## src/rtl/cp0_timer_exc_unit.sv

```systemverilog
// CP0 coprocessor for the single-issue MIPS core: Count/Compare timer, exception
// entry/ERET bookkeeping, masked interrupt request and an mtc0 forwarding window.
module cp0_timer_exc_unit #(
  parameter int          NUM_BYPASS = 4,
  parameter int          COUNT_DIV  = 2,
  parameter logic [31:0] PRID_VAL   = 32'h004E4503
) (
  input  logic                     clk,
  input  logic                     rst,
  input  logic                     stall_hold,
  input  logic                     stall_flush,
  input  logic                     we,
  input  logic [4:0]               waddr,
  input  logic [2:0]               wsel,
  input  logic [31:0]              wdata,
  input  logic [4:0]               raddr,
  input  logic [2:0]               rsel,
  output logic [31:0]              rdata,
  input  logic [5:0]               hw_int,
  input  logic                     exc_valid,
  input  logic [4:0]               exc_code,
  input  logic [31:0]              exc_pc,
  input  logic                     exc_bd,
  input  logic [31:0]              exc_badvaddr,
  input  logic                     eret,
  input  logic [41*NUM_BYPASS-1:0] fwd_bus,
  output logic [31:0]              status_o,
  output logic [31:0]              cause_o,
  output logic [31:0]              epc_o,
  output logic                     int_req,
  output logic                     timer_int
);

  localparam logic [4:0]  REG_BADVADDR = 5'd8;
  localparam logic [4:0]  REG_COUNT    = 5'd9;
  localparam logic [4:0]  REG_COMPARE  = 5'd11;
  localparam logic [4:0]  REG_STATUS   = 5'd12;
  localparam logic [4:0]  REG_CAUSE    = 5'd13;
  localparam logic [4:0]  REG_EPC      = 5'd14;
  localparam logic [4:0]  REG_PRID     = 5'd15;
  localparam logic [4:0]  REG_CONFIG   = 5'd16;
  localparam logic [31:0] CONFIG0_VAL  = 32'h8000_0083;
  localparam logic [31:0] CONFIG1_VAL  = 32'h0108_8420;
  localparam logic [3:0]  DIV_MAX      = 4'(COUNT_DIV - 1);

  logic [7:0]  status_im;
  logic        status_exl;
  logic        status_ie;
  logic        cause_bd;
  logic        cause_ti;
  logic        cause_iv;
  logic [5:0]  cause_ip_hw;
  logic [1:0]  cause_ip_sw;
  logic [4:0]  cause_exc;
  logic [31:0] epc;
  logic [31:0] badvaddr;
  logic [31:0] count;
  logic [31:0] compare;
  logic [3:0]  div_cnt;
  logic [40:0] fwd_buf [NUM_BYPASS];

  logic wr_sel0;
  logic wr_count;
  logic wr_compare;
  logic wr_status;
  logic wr_cause;
  logic wr_epc;
  logic div_wrap;
  logic bad_addr_exc;

  assign wr_sel0      = we && (wsel == 3'd0);
  assign wr_count     = wr_sel0 && (waddr == REG_COUNT);
  assign wr_compare   = wr_sel0 && (waddr == REG_COMPARE);
  assign wr_status    = wr_sel0 && (waddr == REG_STATUS);
  assign wr_cause     = wr_sel0 && (waddr == REG_CAUSE);
  assign wr_epc       = wr_sel0 && (waddr == REG_EPC);
  assign div_wrap     = (div_cnt == DIV_MAX);
  assign bad_addr_exc = (exc_code == 5'd4) || (exc_code == 5'd5);

  assign status_o  = {3'b000, 1'b1, 12'b0, status_im, 6'b0, status_exl, status_ie};
  assign cause_o   = {cause_bd, cause_ti, 6'b0, cause_iv, 7'b0, cause_ip_hw, cause_ip_sw,
                      1'b0, cause_exc, 2'b00};
  assign epc_o     = epc;
  assign timer_int = cause_ti;
  assign int_req   = status_ie & ~status_exl & |({cause_ip_hw, cause_ip_sw} & status_im);

  // Architectural state. Exception beats ERET beats mtc0 on every field they share;
  // an exception taken with EXL already set leaves EPC/BD alone, so mtc0 may still write EPC.
  always_ff @(posedge clk) begin
    if (rst) begin
      status_im   <= '0;
      status_exl  <= 1'b0;
      status_ie   <= 1'b0;
      cause_bd    <= 1'b0;
      cause_ti    <= 1'b0;
      cause_iv    <= 1'b0;
      cause_ip_hw <= '0;
      cause_ip_sw <= '0;
      cause_exc   <= '0;
      epc         <= '0;
      badvaddr    <= '0;
      count       <= '0;
      compare     <= '0;
      div_cnt     <= '0;
    end else begin
      div_cnt <= div_wrap ? 4'd0 : div_cnt + 4'd1;
      if (wr_count)
        count <= wdata;
      else if (div_wrap)
        count <= count + 32'd1;

      if (wr_compare) begin
        compare  <= wdata;
        cause_ti <= 1'b0;
      end else if ((count == compare) && (compare != 32'd0)) begin
        cause_ti <= 1'b1;
      end

      cause_ip_hw <= {hw_int[5] | cause_ti, hw_int[4:0]};

      if (wr_status) begin
        status_im <= wdata[15:8];
        status_ie <= wdata[0];
      end
      if (exc_valid)
        status_exl <= 1'b1;
      else if (eret)
        status_exl <= 1'b0;
      else if (wr_status)
        status_exl <= wdata[1];

      if (wr_cause) begin
        cause_ip_sw <= wdata[9:8];
        cause_iv    <= wdata[23];
      end

      if (exc_valid && !status_exl) begin
        epc      <= exc_bd ? exc_pc - 32'd4 : exc_pc;
        cause_bd <= exc_bd;
      end else if (wr_epc) begin
        epc <= wdata;
      end

      if (exc_valid) begin
        cause_exc <= exc_code;
        if (bad_addr_exc)
          badvaddr <= exc_badvaddr;
      end
    end
  end

  // Forwarding window: flush beats hold, otherwise the bus is captured every cycle.
  always_ff @(posedge clk) begin
    for (int i = 0; i < NUM_BYPASS; i++) begin
      if (rst || stall_flush)
        fwd_buf[i] <= '0;
      else if (!stall_hold)
        fwd_buf[i] <= fwd_bus[i*41 +: 41];
    end
  end

  // Read mux; the forwarding scan runs from the oldest channel down so channel 0 wins.
  always_comb begin
    rdata = 32'd0;
    if (rsel == 3'd0) begin
      case (raddr)
        REG_BADVADDR: rdata = badvaddr;
        REG_COUNT:    rdata = count;
        REG_COMPARE:  rdata = compare;
        REG_STATUS:   rdata = status_o;
        REG_CAUSE:    rdata = cause_o;
        REG_EPC:      rdata = epc;
        REG_PRID:     rdata = PRID_VAL;
        REG_CONFIG:   rdata = CONFIG0_VAL;
        default:      rdata = 32'd0;
      endcase
    end else if ((rsel == 3'd1) && (raddr == REG_CONFIG)) begin
      rdata = CONFIG1_VAL;
    end
    for (int i = NUM_BYPASS - 1; i >= 0; i--) begin
      if (fwd_buf[i][40] && (fwd_buf[i][39:35] == raddr) && (fwd_buf[i][34:32] == rsel))
        rdata = fwd_buf[i][31:0];
    end
  end

endmodule

```

## config.mk

```make
export PLATFORM = sky130hd
export DESIGN_NAME = cp0_timer_exc_unit
export DESIGN_NICKNAME = d
export VERILOG_FILES = /design/src/rtl/cp0_timer_exc_unit.sv
export SDC_FILE = /design/constraint.sdc
export NUM_CORES = 1
export LEC_CHECK = 0
export BUFFER_PORTS_ARGS = -buffer_cell sky130_fd_sc_hd__buf_2
export CORE_ASPECT_RATIO = 0.7
export CORE_UTILIZATION = 30
export CTS_CLUSTER_DIAMETER = 30
export DETAILED_ROUTE_END_ITERATION = 10
export PLACE_DENSITY = 0.56
export SETUP_SLACK_MARGIN = 0.15
export SYNTH_ARGS = -nofsm -noshare
export SYNTH_HDL_FRONTEND = slang
export SYNTH_SLANG_ARGS = --single-unit
```

## constraint.sdc

```tcl
create_clock -name clk -period 7.21 [get_ports clk]
set_input_delay 1.442 -clock clk [delete_from_list [all_inputs] [get_ports clk]]
set_output_delay 1.442 -clock clk [all_outputs]
set_load 0.02 [all_outputs]
```

==> load_flow_metrics.sql, run 1 <==
INSERT INTO impl_metrics (metric_group, metric, value, unit) VALUES
('floorplan', 'design.portCount', '425', ''),
('cts', 'post_cts_resize_count', '0', ''),
('cts', 'post-cts-setup-buffer-count', '0', ''),
('timing', 'post-route-period-util', '82.5', '%'),
('yosys', 'synth_area_per_cell', '9.64', 'um2'),
('yosys', 'post_synth_num_cell_types', '70', ''),
('cts', 'clk_latency', '0.61', 'ns'),
('cts', 'cts.reportedPaths.clkPinSlew', '0.05', 'ns'),
('timing', 'finalHoldViolations', '0', ''),
('layout', 'n_fill_cell', '5412', ''),
('cts', 'clock_sinks', '322', ''),
('cts', 'cts.hold.buffers_added', '0', ''),
('route', 'detailedRoute.firstIterationViolations', '1285', ''),
('timing', 'least_margin_pin_slew', '1.13', 'ns'),
('worst_setup_path', 'setup.worst_path.start_class', 'input port', ''),
('placement', 'dp_hpwl', '47800', 'um'),
('worst_setup_path', 'critPathRequiredTime', '5.77', 'ns'),
('global_routing', 'overflow', '0', ''),
('yosys', 'share_of_synthesized_area_spent_on_multiplexers', '3.65', '%'),
('placement', 'place.port_buffers', '386', ''),
('cts', 'clock_tree.root_cell', 'sky130_fd_sc_hd__clkbuf_16', ''),
('yosys', 'dominant_combinational_cell_family_by_area_after_synthesis', 'simple AND/OR/NAND/NOR gates', ''),
('job', 'timing.max_cap.violations', '0', ''),
('global_routing', 'initial_antenna_violation_count', '6', ''),
('worst_setup_path', 'criticalPathCategory', 'input port to output port', ''),
('yosys', 'synth.cell_area', '16700', 'um2'),
('timing', 'worst_slew_margin_rel', '24.8', '%'),
('yosys', 'synth_simple_gate_area_share', '21.5', '%'),
('power_and_ir_drop', 'vdd.ir_drop.worst', '153', 'uV'),
('timing', 'report.final.setup_viol', '0', ''),
('global_routing', 'grt_use_total', '21.5', '%'),
('run_status', 'run_status', 'complete, no violations', ''),
('yosys', 'synth_xor_xnor_area_share', '6.44', '%'),
('yosys', 'synthesis_warnings', '0', ''),
('global_routing', 'grt.met1_usage', '27.9', '%'),
('global_routing', 'busiest_layer', 'met2', ''),
('yosys', 'yosysSeqAreaShare', '48.4', '%'),
('worst_setup_path', 'cp-end-kind', 'output port', ''),
('power_and_ir_drop', 'p_leak', '8.95', 'nW'),
('layout', 'final_design_area_no_fill', '21700', 'um2'),
('timing', 'max_freq', '0.168', 'GHz'),
('global_routing', 'global_routing_met3_resource_utilization', '6.40', '%'),
('yosys', 'postSynth.topFlopCell', 'sky130_fd_sc_hd__edfxtp_1', ''),
('yosys', 'synth_area_leaders', 'sky130_fd_sc_hd__edfxtp_1 29%, sky130_fd_sc_hd__dfxtp_1 19%, sky130_fd_sc_hd__and2_1 6.4%', ''),
('cts', 'max-clock-path-buffers', '3', ''),
('route', 'totalWireLength', '62700', 'um'),
('power_and_ir_drop', 'cell_pwr_density', '275', 'nW/um2'),
('floorplan', 'design.core.area', '54400', 'um2'),
('min_path', 'timing.hold.worst.class', 'flip-flop to flip-flop', ''),
('route', 'drt_pass1_iterations', '5', ''),
('placement', 'placement.cell_area', '19100', 'um2'),
('yosys', 'synth_compound_gate_area_share', '14.4', '%'),
('yosys', 'synth_fa_ha_area_share', '0.299', '%'),
('worst_setup_path', 'timing.critical_path.arrival', '4.50', 'ns'),
('global_routing', 'first_global_vias', '14200', ''),
('route', 'detail-route-antenna-nets', '0', ''),
('layout', 'flow.area_growth_from_synthesis', '30.1', '%'),
('floorplan', 'height_of_the_chip', '199', 'um'),
('layout', 'layout-drive-gt1-share', '26.9', '%'),
('timing', 'fin_skew', '0.0254', 'ns'),
('yosys', 'synthArstFlopShare', '0', '%'),
('layout', 'final_net_count', '2384', ''),
('yosys', 'synth.ff_latch_count', '322', ''),
('timing', 'rsz0062_at_grt', 'false', ''),
('floorplan', 'fp-row-count', '71', ''),
('placement', 'place_congestion', '0.940', ''),
('yosys', 'syn_inst', '1734', ''),
('yosys', 'synth.largest_area_cell', 'sky130_fd_sc_hd__edfxtp_1', ''),
('timing', 'totalNegativeSetupSlack', '0', 'ns'),
('floorplan', 'initial_core_utilization', '30.7', '%'),
('yosys', 'synth_top_area_share', '29.5', '%');
sequential cells by signal, summed over array words and instances, names as in the netlist, 5 cells and up:
name / count
cause_ip_hw: 6
status_im: 8
cause_exc: 5
epc_o: 32
badvaddr: 32
fwd_buf: 164
count: 32
compare: 32
layout by cell type, fill, tap and decap left out, types with 23 or more instances in the layout:
| cell type | netlist | layout |
|---|---|---|
| sky130_fd_sc_hd__a211oi_1 | 89 | 89 |
| sky130_fd_sc_hd__and2_1 | 171 | 171 |
| sky130_fd_sc_hd__xor2_1 | 86 | 86 |
| sky130_fd_sc_hd__dfxtp_1 | 158 | 158 |
| sky130_fd_sc_hd__a21oi_1 | 79 | 79 |
| sky130_fd_sc_hd__xnor2_1 | 37 | 37 |
| sky130_fd_sc_hd__o21ai_0 | 38 | 38 |
| sky130_fd_sc_hd__edfxtp_1 | 164 | 164 |
| sky130_fd_sc_hd__nor3_1 | 32 | 28 |
| sky130_fd_sc_hd__buf_2 | 21 | 385 |
| sky130_fd_sc_hd__nor2_1 | 118 | 117 |
| sky130_fd_sc_hd__clkbuf_16 | 0 | 75 |
| sky130_fd_sc_hd__a21o_1 | 25 | 25 |
| sky130_fd_sc_hd__nand2_1 | 192 | 191 |
| sky130_fd_sc_hd__mux2i_1 | 53 | 53 |
| sky130_fd_sc_hd__a22oi_1 | 38 | 38 |
| sky130_fd_sc_hd__o22ai_1 | 23 | 23 |
| sky130_fd_sc_hd__nand3_1 | 31 | 31 |
| sky130_fd_sc_hd__conb_1 | 2 | 38 |
| sky130_fd_sc_hd__buf_4 | 46 | 27 |
| sky130_fd_sc_hd__nor4_1 | 27 | 26 |
path summary, 6_finish.rpt:
| path | cells past startpoint | endpoint | slack, ns | start |
|---|---|---|---|---|
| max | 9 | rdata[8] | 1.26 | raddr[3] |
| min | 2 | badvaddr[21] | 0.45 | badvaddr[21] |
| max reg2reg | 6 | count[24] | 4.44 | count[4] |
| min reg2reg | 2 | badvaddr[21] | 0.45 | badvaddr[21] |
worst max-delay path, stage by stage:
cell and delay, ns:
sky130_fd_sc_hd__buf_2 0.30, sky130_fd_sc_hd__nand2b_1 0.41, sky130_fd_sc_hd__nor3_2 0.91, sky130_fd_sc_hd__buf_4 0.33, sky130_fd_sc_hd__a221oi_1 0.10, sky130_fd_sc_hd__a211oi_1 0.35
sky130_fd_sc_hd__o22ai_1 0.15, sky130_fd_sc_hd__o21ai_0 0.26, sky130_fd_sc_hd__buf_2 0.22
stage by stage:
| stage | std cells | util, % | setup WS, ns | hold WS [ns] | total power, W |
|---|---|---|---|---|---|
| after CTS | 2875 | 40.0 | 1.40 | 0.454 | 0.00603 |
| final | 2878 | 40.0 | 1.26 | 0.454 | 0.00597 |
| after global routing | 2878 | 40.0 | 1.06 | 0.478 | 0.00617 |
| after global placement | 2740 | 35.1 | 1.45 | 0.447 | 0.00250 |
| after floorplan | 1770 | - | 0.977 | 0.432 | 0.00232 |
| after detailed placement | 2740 | 35.1 | 1.40 | 0.448 | 0.00251 |
synthesized netlist by cell type, types with 3 or more instances:
cell type,count
sky130_fd_sc_hd__a222oi_1,6
sky130_fd_sc_hd__buf_4,46
sky130_fd_sc_hd__a31o_2,4
sky130_fd_sc_hd__edfxtp_1,164
sky130_fd_sc_hd__a211oi_1,89
sky130_fd_sc_hd__xnor2_1,37
sky130_fd_sc_hd__nor3_1,32
sky130_fd_sc_hd__xor2_1,86
sky130_fd_sc_hd__nor3b_1,10
sky130_fd_sc_hd__mux2i_1,53
sky130_fd_sc_hd__o32ai_1,3
sky130_fd_sc_hd__a22oi_1,38
sky130_fd_sc_hd__nor2_1,118
sky130_fd_sc_hd__ha_1,4
sky130_fd_sc_hd__nor4_1,27
sky130_fd_sc_hd__a221oi_1,18
sky130_fd_sc_hd__o21ai_0,38
sky130_fd_sc_hd__dfxtp_1,158
sky130_fd_sc_hd__or3b_2,5
sky130_fd_sc_hd__nand4_1,18
sky130_fd_sc_hd__a21o_1,25
sky130_fd_sc_hd__a21oi_1,79
sky130_fd_sc_hd__a311oi_1,6
sky130_fd_sc_hd__inv_1,9
sky130_fd_sc_hd__nor2b_1,19
sky130_fd_sc_hd__nor3_2,3
sky130_fd_sc_hd__mux2_2,3
sky130_fd_sc_hd__a2111oi_0,6
sky130_fd_sc_hd__nand2b_1,8
sky130_fd_sc_hd__nand2_1,192
sky130_fd_sc_hd__nand3b_1,5
sky130_fd_sc_hd__nor4b_1,6
sky130_fd_sc_hd__or3_1,13
sky130_fd_sc_hd__o221ai_1,5
sky130_fd_sc_hd__nand3_1,31
sky130_fd_sc_hd__and2_1,171
sky130_fd_sc_hd__buf_1,7
sky130_fd_sc_hd__buf_2,21
sky130_fd_sc_hd__and3_1,12
sky130_fd_sc_hd__clkbuf_1,96
sky130_fd_sc_hd__o22ai_1,23
cell type report:
class                   count  area [um2]  area share (%)
multi-input cells        1267        7940            36.5
diodes                      3        7.51          0.0345
repair buffers            412        2130            9.79
inverters                   9        33.8           0.155
clock buffers              92        2010            9.25
clock inverters            43         619            2.85
well taps                 730         913            4.20
flip-flops and latches    322        8090            37.2
metal layers:
metal	vias to the layer above	wire length [um]
met5	-	11
met4	2	1520
met3	95	4890
met2	554	29400
met1	7135	26900
li1	6894	-
kinds of logic after synthesis:
group                    count (synthesis)
AO/OA/AOI/OAI                          354
XOR/XNOR                               123
adder cells (fa/ha/maj)                  4
flip-flops                             322
buffers and inverters                  181
other                                    2
multiplexers                            58
AND/OR/NAND/NOR                        690
report_power, final:
part | total, W | internal [W] | switching [W]
logic | 0.000401 | 0.000151 | 0.000249
registers | 0.00208 | 0.00201 | 0.0000643
clock network | 0.00349 | 0.00239 | 0.00111
Note: power is estimated with default switching activity, not from simulation.
==> inputs of run 2 (changes only) <==
Settings changed: ABC_AREA from default to 1, PLACE_DENSITY 0.56 to 0.57.
Clock period 7.21 ns to 5.2 ns, I/O delays scaled along.
==> run 2 against run 1 <==
  * Synthesized area is 8.5% higher
  * Utilization is 0.99 points lower
  * Setup slack worse by 0.74 ns
  * Final cell count is 30% higher
  * Register-to-register slack worse by 1.8 ns
  * Via count is 22% higher
  * Combinational power is 60% higher
  * Non-clock buffer count is 3 higher
  * Largest power group unchanged
  * Highest routed layer unchanged
==> load_flow_metrics.sql, run 2 <==
INSERT INTO impl_metrics (metric_group, metric, value, unit) VALUES
('layout', 'layout-drive-gt1-share', '20.2', '%'),
('cts', 'post_cts_resize_count', '0', ''),
('layout', 'registers.top_by_ff_count', 'fwd_buf', ''),
('placement', 'place.port_buffers', '386', ''),
('yosys', 'synth.largest_area_cell', 'sky130_fd_sc_hd__edfxtp_1', ''),
('yosys', 'post_synth_num_cell_types', '54', ''),
('floorplan', 'floorplan.die_area', '61400', 'um2'),
('cts', 'htree_levels', '3', ''),
('layout', 'leading_cell_types_in_the_layout_fill_and_taps_excluded', '482 x sky130_fd_sc_hd__nor2_1, 480 x sky130_fd_sc_hd__nand2_1, 386 x sky130_fd_sc_hd__buf_2, 374 x sky130_fd_sc_hd__inv_1, 178 x sky130_fd_sc_hd__a21oi_1', ''),
('global_routing', 'global_routing_met3_resource_utilization', '7.17', '%'),
('layout', 'final_net_count', '3186', ''),
('cts', 'cts_made_buffers', '70', ''),
('route', 'routed-via-count', '18000', ''),
('yosys', 'synth_top_area_share', '27.2', '%'),
('job', 'timing.max_cap.violations', '0', ''),
('global_routing', 'grt.met1_usage', '33.7', '%'),
('placement', 'worst_setup_slack_after_placement', '0.624', 'ns'),
('yosys', 'syn_inst', '2517', ''),
('timing', 'max_freq', '0.214', 'GHz'),
('min_path', 'timing.hold.worst.class', 'flip-flop to flip-flop', ''),
('global_routing', 'first_global_vias', '16800', ''),
('yosys', 'synthArstFlopShare', '0', '%'),
('floorplan', 'initial_core_utilization', '30.7', '%'),
('placement', 'placement.cell_area', '20600', 'um2'),
('layout', 'multi_input_comb_area', '7880', 'um2'),
('run_status', 'run_status', 'complete, no violations', ''),
('layout', 'final_common_cell', 'sky130_fd_sc_hd__nor2_1', ''),
('yosys', 'top_cell_types_by_occurrence_after_synthesis', '482 x sky130_fd_sc_hd__nor2_1, 480 x sky130_fd_sc_hd__nand2_1, 375 x sky130_fd_sc_hd__inv_1, 178 x sky130_fd_sc_hd__a21oi_1, 164 x sky130_fd_sc_hd__edfxtp_1', ''),
('global_routing', 'global_route_wire_length_before_repair', '108000', 'um'),
('layout', 'flow.area_growth_from_synthesis', '26.9', '%'),
('timing', 'report.final.setup_viol', '0', ''),
('global_routing', 'maximum_number_of_pins_on_one_net_before_global_route_repair', '62', ''),
('global_routing', 'use_met2', '34.6', '%'),
('route', 'totalWireLength', '74200', 'um'),
('layout', 'layout.area.seq', '8090', 'um2'),
('yosys', 'yosysSeqAreaShare', '44.6', '%'),
('yosys', 'synth.ff_latch_count', '322', ''),
('worst_setup_path', 'criticalPathCategory', 'input port to output port', ''),
('cts', 'clock_tree.root_cell', 'sky130_fd_sc_hd__clkbuf_16', ''),
('timing', 'setup_slack', '0.526', 'ns'),
('layout', 'final_design_area_no_fill', '23000', 'um2'),
('cts', 'cts.reportedPaths.clkPinSlew', '0.04', 'ns'),
('route', 'routed_wire_length_per_instance', '19.8', 'um'),
('worst_setup_path', 'timing.critical_path.arrival', '3.63', 'ns'),
('timing', 'least_margin_pin_slew', '0.827', 'ns'),
('cts', 'cts_tree', 'done', ''),
('yosys', 'synthesis_warnings', '0', ''),
('route', 'drcViolationCount', '0', ''),
('timing', 'rsz0062_at_grt', 'false', ''),
('placement', 'dp_hpwl', '58100', 'um'),
('global_routing', 'busiest_layer', 'met2', ''),
('worst_setup_path', 'critPathRequiredTime', '4.16', 'ns'),
('route', 'vias_per_cell', '4.80', ''),
('floorplan', 'design.core.area', '59000', 'um2'),
('floorplan', 'fp-row-count', '74', ''),
('floorplan', 'design.portCount', '425', ''),
('cts', 'max-clock-path-buffers', '3', ''),
('cts', 'post-cts-setup-buffer-count', '0', ''),
('worst_setup_path', 'setup.worst_path.start_class', 'input port', ''),
('worst_setup_path', 'cp-end-kind', 'output port', ''),
('yosys', 'number_of_synthesized_flops_with_an_enable_pin', '164', ''),
('timing', 'totalNegativeSetupSlack', '0', 'ns'),
('global_routing', 'initial_antenna_violation_count', '5', ''),
('yosys', 'synth_area_per_cell', '7.20', 'um2'),
('timing', 'max_slew_vio_count', '0', ''),
('yosys', 'synth_area_leaders', 'sky130_fd_sc_hd__edfxtp_1 27%, sky130_fd_sc_hd__dfxtp_1 17%, sky130_fd_sc_hd__nor2_1 10%', ''),
('yosys', 'postSynth.topFlopCell', 'sky130_fd_sc_hd__edfxtp_1', ''),
('timing', 'finalHoldWorstSlack', '0.473', 'ns'),
('timing', 'finalHoldViolations', '0', ''),
('layout', 'n_fill_cell', '6261', ''),
('floorplan', 'height_of_the_chip', '208', 'um'),
('yosys', 'synth.cell_area', '18100', 'um2'),
('floorplan', 'die_width', '296', 'um'),
('cts', 'cts.hold.buffers_added', '0', ''),
('timing', 'timing.final.crit_period', '4.67', 'ns'),
('power_and_ir_drop', 'p_leak', '11.1', 'nW'),
('route', 'detailedRoute.firstIterationViolations', '1801', ''),
('power_and_ir_drop', 'vdd.ir_drop.worst', '237', 'uV'),
('cts', 'clock_sinks', '322', ''),
('route', 'drt_pass1_iterations', '5', ''),
('placement', 'place_congestion', '1.03', ''),
('power_and_ir_drop', 'cell_pwr_density', '346', 'nW/um2'),
('route', 'detail-route-antenna-nets', '0', ''),
('cts', 'clk_latency', '0.59', 'ns'),
('global_routing', 'grt_use_total', '23.8', '%'),
('timing', 'fin_skew', '0.0252', 'ns'),
('timing', 'post-route-period-util', '89.9', '%'),
('worst_setup_path', 'crit_path_max_fanout', '14', ''),
('timing', 'worst_slew_margin_rel', '44.7', '%'),
('global_routing', 'overflow', '0', ''),
('yosys', 'most_used_standard_cell_by_instance_count_after_synthesis', 'sky130_fd_sc_hd__nor2_1', ''),
('layout', 'largest_reg_flops', '164', '');
==> run 2: cell count changes after synthesis, sizes merged, moves of 43 or more <==
cell | previous run | this run
inv | 9 | 392
nor2 | 119 | 495
nand2 | 193 | 481
and2 | 173 | 0
o21ai | 40 | 153
a21oi | 79 | 178
a211oi | 89 | 3
mux2i | 53 | 0
nand3 | 31 | 74
==> run 2: cell families after synthesis <==
| family | count (synthesis) | synth area share (%) |
|---|---|---|
| AO/OA/AOI/OAI | 395 | 11.8 |
| XOR/XNOR | 69 | 3.33 |
| AND/OR/NAND/NOR | 1180 | 27.2 |
| buffers and inverters | 545 | 12.8 |
| other | 2 | 0.0414 |
| adder cells (fa/ha/maj) | 4 | 0.276 |
| flip-flops | 322 | 44.6 |
==> run 2: final cells by class <==
type | count | share of cell area [%]
Antenna cell | 3 | 0.0326
Tap cell | 798 | 4.34
Clock inverter | 28 | 1.38
Inverter | 392 | 6.41
Multi-Input combinational cell | 1686 | 34.3
Clock buffer | 99 | 8.93
Timing Repair Buffer | 415 | 9.51
Sequential cell | 322 | 35.2
==> run 2: worst max-delay path, cell delays in order <==
cell and delay [ns]:
sky130_fd_sc_hd__buf_2 0.20, sky130_fd_sc_hd__inv_2 0.14, sky130_fd_sc_hd__nor2_2 0.21, sky130_fd_sc_hd__inv_1 0.08
sky130_fd_sc_hd__nor2_2 0.59, sky130_fd_sc_hd__a22oi_1 0.44, sky130_fd_sc_hd__nand3_1 0.19, sky130_fd_sc_hd__nand2_1 0.12
sky130_fd_sc_hd__nand2_1 0.09, sky130_fd_sc_hd__nand3_1 0.07, sky130_fd_sc_hd__a21oi_1 0.24, sky130_fd_sc_hd__buf_2 0.21
==> run 2: stage by stage <==
step                instances  total power, W  util, %
floorplan                2553         0.00325        -
global placement         3613         0.00355     35.0
detailed placement       3613         0.00356     35.0
CTS                      3740         0.00802     39.0
global route             3743         0.00822     39.0
finish                   3743         0.00797     39.0
==> run 2: final timing paths <==
path | startpoint | to | slack [ns] | depth (start not counted)
max | raddr[0] | rdata[23] | 0.53 | 12
min | div_cnt[0] | div_cnt[0] | 0.47 | 1
max reg2reg | status_exl | epc_o[5] | 2.68 | 8
min reg2reg | div_cnt[0] | div_cnt[0] | 0.47 | 1
==> run 2: power by group <==
group / internal [W] / switching (W) / leakage, nW
Sequential: 0.00279 / 0.0000851 / 3.17
Combinational: 0.000204 / 0.000438 / 6.73
Clock: 0.00300 / 0.00146 / 1.16
Total: 0.00599 / 0.00198 / 11.1
==> run 2: per-layer routing <==
layer	vias up	share of wire (%)
met5	-	0.0094
met4	2	2.5
met3	119	10
met2	842	42
met1	8306	45
li1	8699	-
==> inputs of run 3 (changes only) <==
Settings changed: RECOVER_POWER from default to 25.
==> run 3 against run 2 <==
  * The flow now finishes with violations (max-capacitance violations, max-slew violations)
  * Register-to-register slack worse by 0.07 ns
  * Fmax is 1.1% lower
  * Power about the same
  * Flip-flop and latch count stayed put
  * First-iteration DRC count grew 7.7%
==> load_flow_metrics.sql, run 3 (synthesis results as in run 2) <==
INSERT INTO impl_metrics (metric_group, metric, value, unit) VALUES
('cts', 'post_cts_resize_count', '0', ''),
('min_path', 'timing.hold.worst.class', 'flip-flop to flip-flop', ''),
('cts', 'post-cts-setup-buffer-count', '0', ''),
('timing', 'rsz0062_at_grt', 'false', ''),
('timing', 'worst_slew_margin_rel', '-90.8', '%'),
('worst_setup_path', 'timing.critical_path.arrival', '3.69', 'ns'),
('cts', 'clock_sinks', '322', ''),
('global_routing', 'initial_antenna_violation_count', '5', ''),
('layout', 'largest_reg_flops', '164', ''),
('worst_setup_path', 'r2r_start', 'status_exl', ''),
('job', 'timing.max_cap.violations', '4', ''),
('cts', 'htree_levels', '3', ''),
('layout', 'n_fill_cell', '6272', ''),
('global_routing', 'maximum_number_of_pins_on_one_net_before_global_route_repair', '62', ''),
('layout', 'flow.area_growth_from_synthesis', '26.6', '%'),
('power_and_ir_drop', 'cell_pwr_density', '347', 'nW/um2'),
('cts', 'clock_tree.root_cell', 'sky130_fd_sc_hd__clkbuf_16', ''),
('min_path', 'holdCritStartpoint', 'div_cnt[0]', ''),
('route', 'drcViolationCount', '0', ''),
('route', 'routed-via-count', '18000', ''),
('worst_setup_path', 'critPathRequiredTime', '4.16', 'ns'),
('route', 'vias_per_cell', '4.80', ''),
('route', 'routed_wire_length_per_instance', '19.8', 'um'),
('placement', 'place.port_buffers', '386', ''),
('floorplan', 'fp-row-count', '74', ''),
('placement', 'worst_setup_slack_after_placement', '0.624', 'ns'),
('cts', 'cts.reportedPaths.clkPinSlew', '0.04', 'ns'),
('floorplan', 'initial_core_utilization', '30.7', '%'),
('timing', 'least_margin_pin_slew', '2.86', 'ns'),
('timing', 'post-route-period-util', '90.9', '%'),
('route', 'detail-route-antenna-nets', '0', ''),
('layout', 'final_net_count', '3186', ''),
('global_routing', 'grt_use_total', '23.8', '%'),
('power_and_ir_drop', 'p_leak', '11.0', 'nW'),
('cts', 'cts.hold.buffers_added', '0', ''),
('route', 'drt_pass1_iterations', '6', ''),
('run_status', 'run_status', 'finished, violations left', ''),
('global_routing', 'overflow', '0', ''),
('floorplan', 'design.portCount', '425', ''),
('layout', 'instances_no_fill', '3743', ''),
('placement', 'placement.cell_area', '20600', 'um2'),
('layout', 'final_common_cell', 'sky130_fd_sc_hd__nor2_1', ''),
('worst_setup_path', 'criticalPathCategory', 'input port to output port', ''),
('cts', 'cts_made_buffers', '70', ''),
('power_and_ir_drop', 'vdd.ir_drop.worst', '237', 'uV'),
('timing', 'timing.final.crit_period', '4.73', 'ns'),
('route', 'detailedRoute.firstIterationViolations', '1939', ''),
('timing', 'fin_skew', '0.0247', 'ns'),
('worst_setup_path', 'r2r-end', 'epc_o[5]', ''),
('worst_setup_path', 'reg2reg_slack', '2.61', 'ns'),
('worst_setup_path', 'r2r_cells', '8', ''),
('cts', 'clk_latency', '0.59', 'ns'),
('global_routing', 'global_route_wire_length_before_repair', '108000', 'um'),
('placement', 'place.detailed.instances', '3613', ''),
('cts', 'max-clock-path-buffers', '3', ''),
('worst_setup_path', 'crit_path_max_fanout', '14', ''),
('run_status', 'violations', 'max-capacitance violations, max-slew violations', ''),
('timing', 'max_slew_vio_count', '218', ''),
('cts', 'cts_tree', 'done', ''),
('layout', 'layout-drive-gt1-share', '19.8', '%'),
('layout', 'registers.top_by_ff_count', 'fwd_buf', ''),
('placement', 'dp_hpwl', '58100', 'um'),
('timing', 'report.final.setup_viol', '0', ''),
('placement', 'place_congestion', '1.03', ''),
('worst_setup_path', 'setup.worst_path.start_class', 'input port', ''),
('route', 'totalWireLength', '74200', 'um'),
('floorplan', 'floorplan.die_area', '61400', 'um2'),
('global_routing', 'first_global_vias', '16800', ''),
('layout', 'leading_cell_types_in_the_layout_fill_and_taps_excluded', '482 x sky130_fd_sc_hd__nor2_1, 480 x sky130_fd_sc_hd__nand2_1, 382 x sky130_fd_sc_hd__buf_2, 375 x sky130_fd_sc_hd__inv_1, 178 x sky130_fd_sc_hd__a21oi_1', ''),
('min_path', 'worstHoldEndpoint', 'div_cnt[0]', ''),
('layout', 'post-route-util', '38.9', '%'),
('timing', 'finalHoldViolations', '0', ''),
('layout', 'final_design_area_no_fill', '23000', 'um2'),
('floorplan', 'die_width', '296', 'um'),
('timing', 'max_freq', '0.212', 'GHz'),
('timing', 'setup_slack', '0.475', 'ns'),
('min_path', 'min_delay_path_depth', '1', ''),
('floorplan', 'height_of_the_chip', '208', 'um'),
('floorplan', 'design.core.area', '59000', 'um2'),
('timing', 'totalNegativeSetupSlack', '0', 'ns'),
('worst_setup_path', 'cp-end-kind', 'output port', '');
-- run 3: cell type report --
cell class                 instances  area (um2)  share of cell area (%)
sequential                       322        8090                    35.2
multi-input combinational       1686        7870                    34.3
timing repair buffer             415        2140                    9.34
clock buffer                      99        2060                    8.96
inverter                         392        1470                    6.42
tap                              798         998                    4.35
clock inverter                    28         317                    1.38
antenna                            3        7.51                  0.0327
-- run 3: worst max-delay path by stage --
stage	startpoint	to	slack (ns)	depth (start not counted)
final	raddr[0]	rdata[23]	0.47	12
after global routing	raddr[0]	rdata[23]	0.44	12
after CTS	raddr[0]	rdata[23]	0.62	12
after detailed placement	raddr[0]	rdata[23]	0.62	12
after global placement	raddr[0]	rdata[23]	0.63	12
after floorplan	rst	fwd_buf[0][0]	1.27	5
-- run 3: metrics by stage --
step / hold WS (ns) / total power [W]
6_report: 0.471 / 0.00797
5_1_grt: 0.488 / 0.00822
4_1_cts: 0.469 / 0.00802
3_5_place_dp: 0.458 / 0.00356
3_3_place_gp: 0.452 / 0.00355
2_1_floorplan: 0.433 / 0.00325
-- run 3: power by group --
group | switching, W | internal, W
clock network | 0.00146 | 0.00300
registers | 0.0000848 | 0.00279
logic | 0.000437 | 0.000204
-- run 3: worst max-delay path, stage by stage --
cell	delay [ns]
sky130_fd_sc_hd__buf_2	0.20
sky130_fd_sc_hd__inv_2	0.14
sky130_fd_sc_hd__nor2_2	0.21
sky130_fd_sc_hd__inv_1	0.08
sky130_fd_sc_hd__nor2_2	0.63
sky130_fd_sc_hd__a22oi_1	0.46
sky130_fd_sc_hd__nand3_1	0.19
sky130_fd_sc_hd__nand2_1	0.12
sky130_fd_sc_hd__nand2_1	0.09
sky130_fd_sc_hd__nand3_1	0.07
sky130_fd_sc_hd__a21oi_1	0.24
sky130_fd_sc_hd__buf_2	0.21
-- run 3: layer usage --
layer  track usage (%)  up-vias  part of all wire (%)
li1                  -     8692                     -
met1              33.7     8344                    45
met2              34.6      800                    42
met3              7.17      126                    10
met4              6.74        2                   2.5
met5                 0        -                0.0094
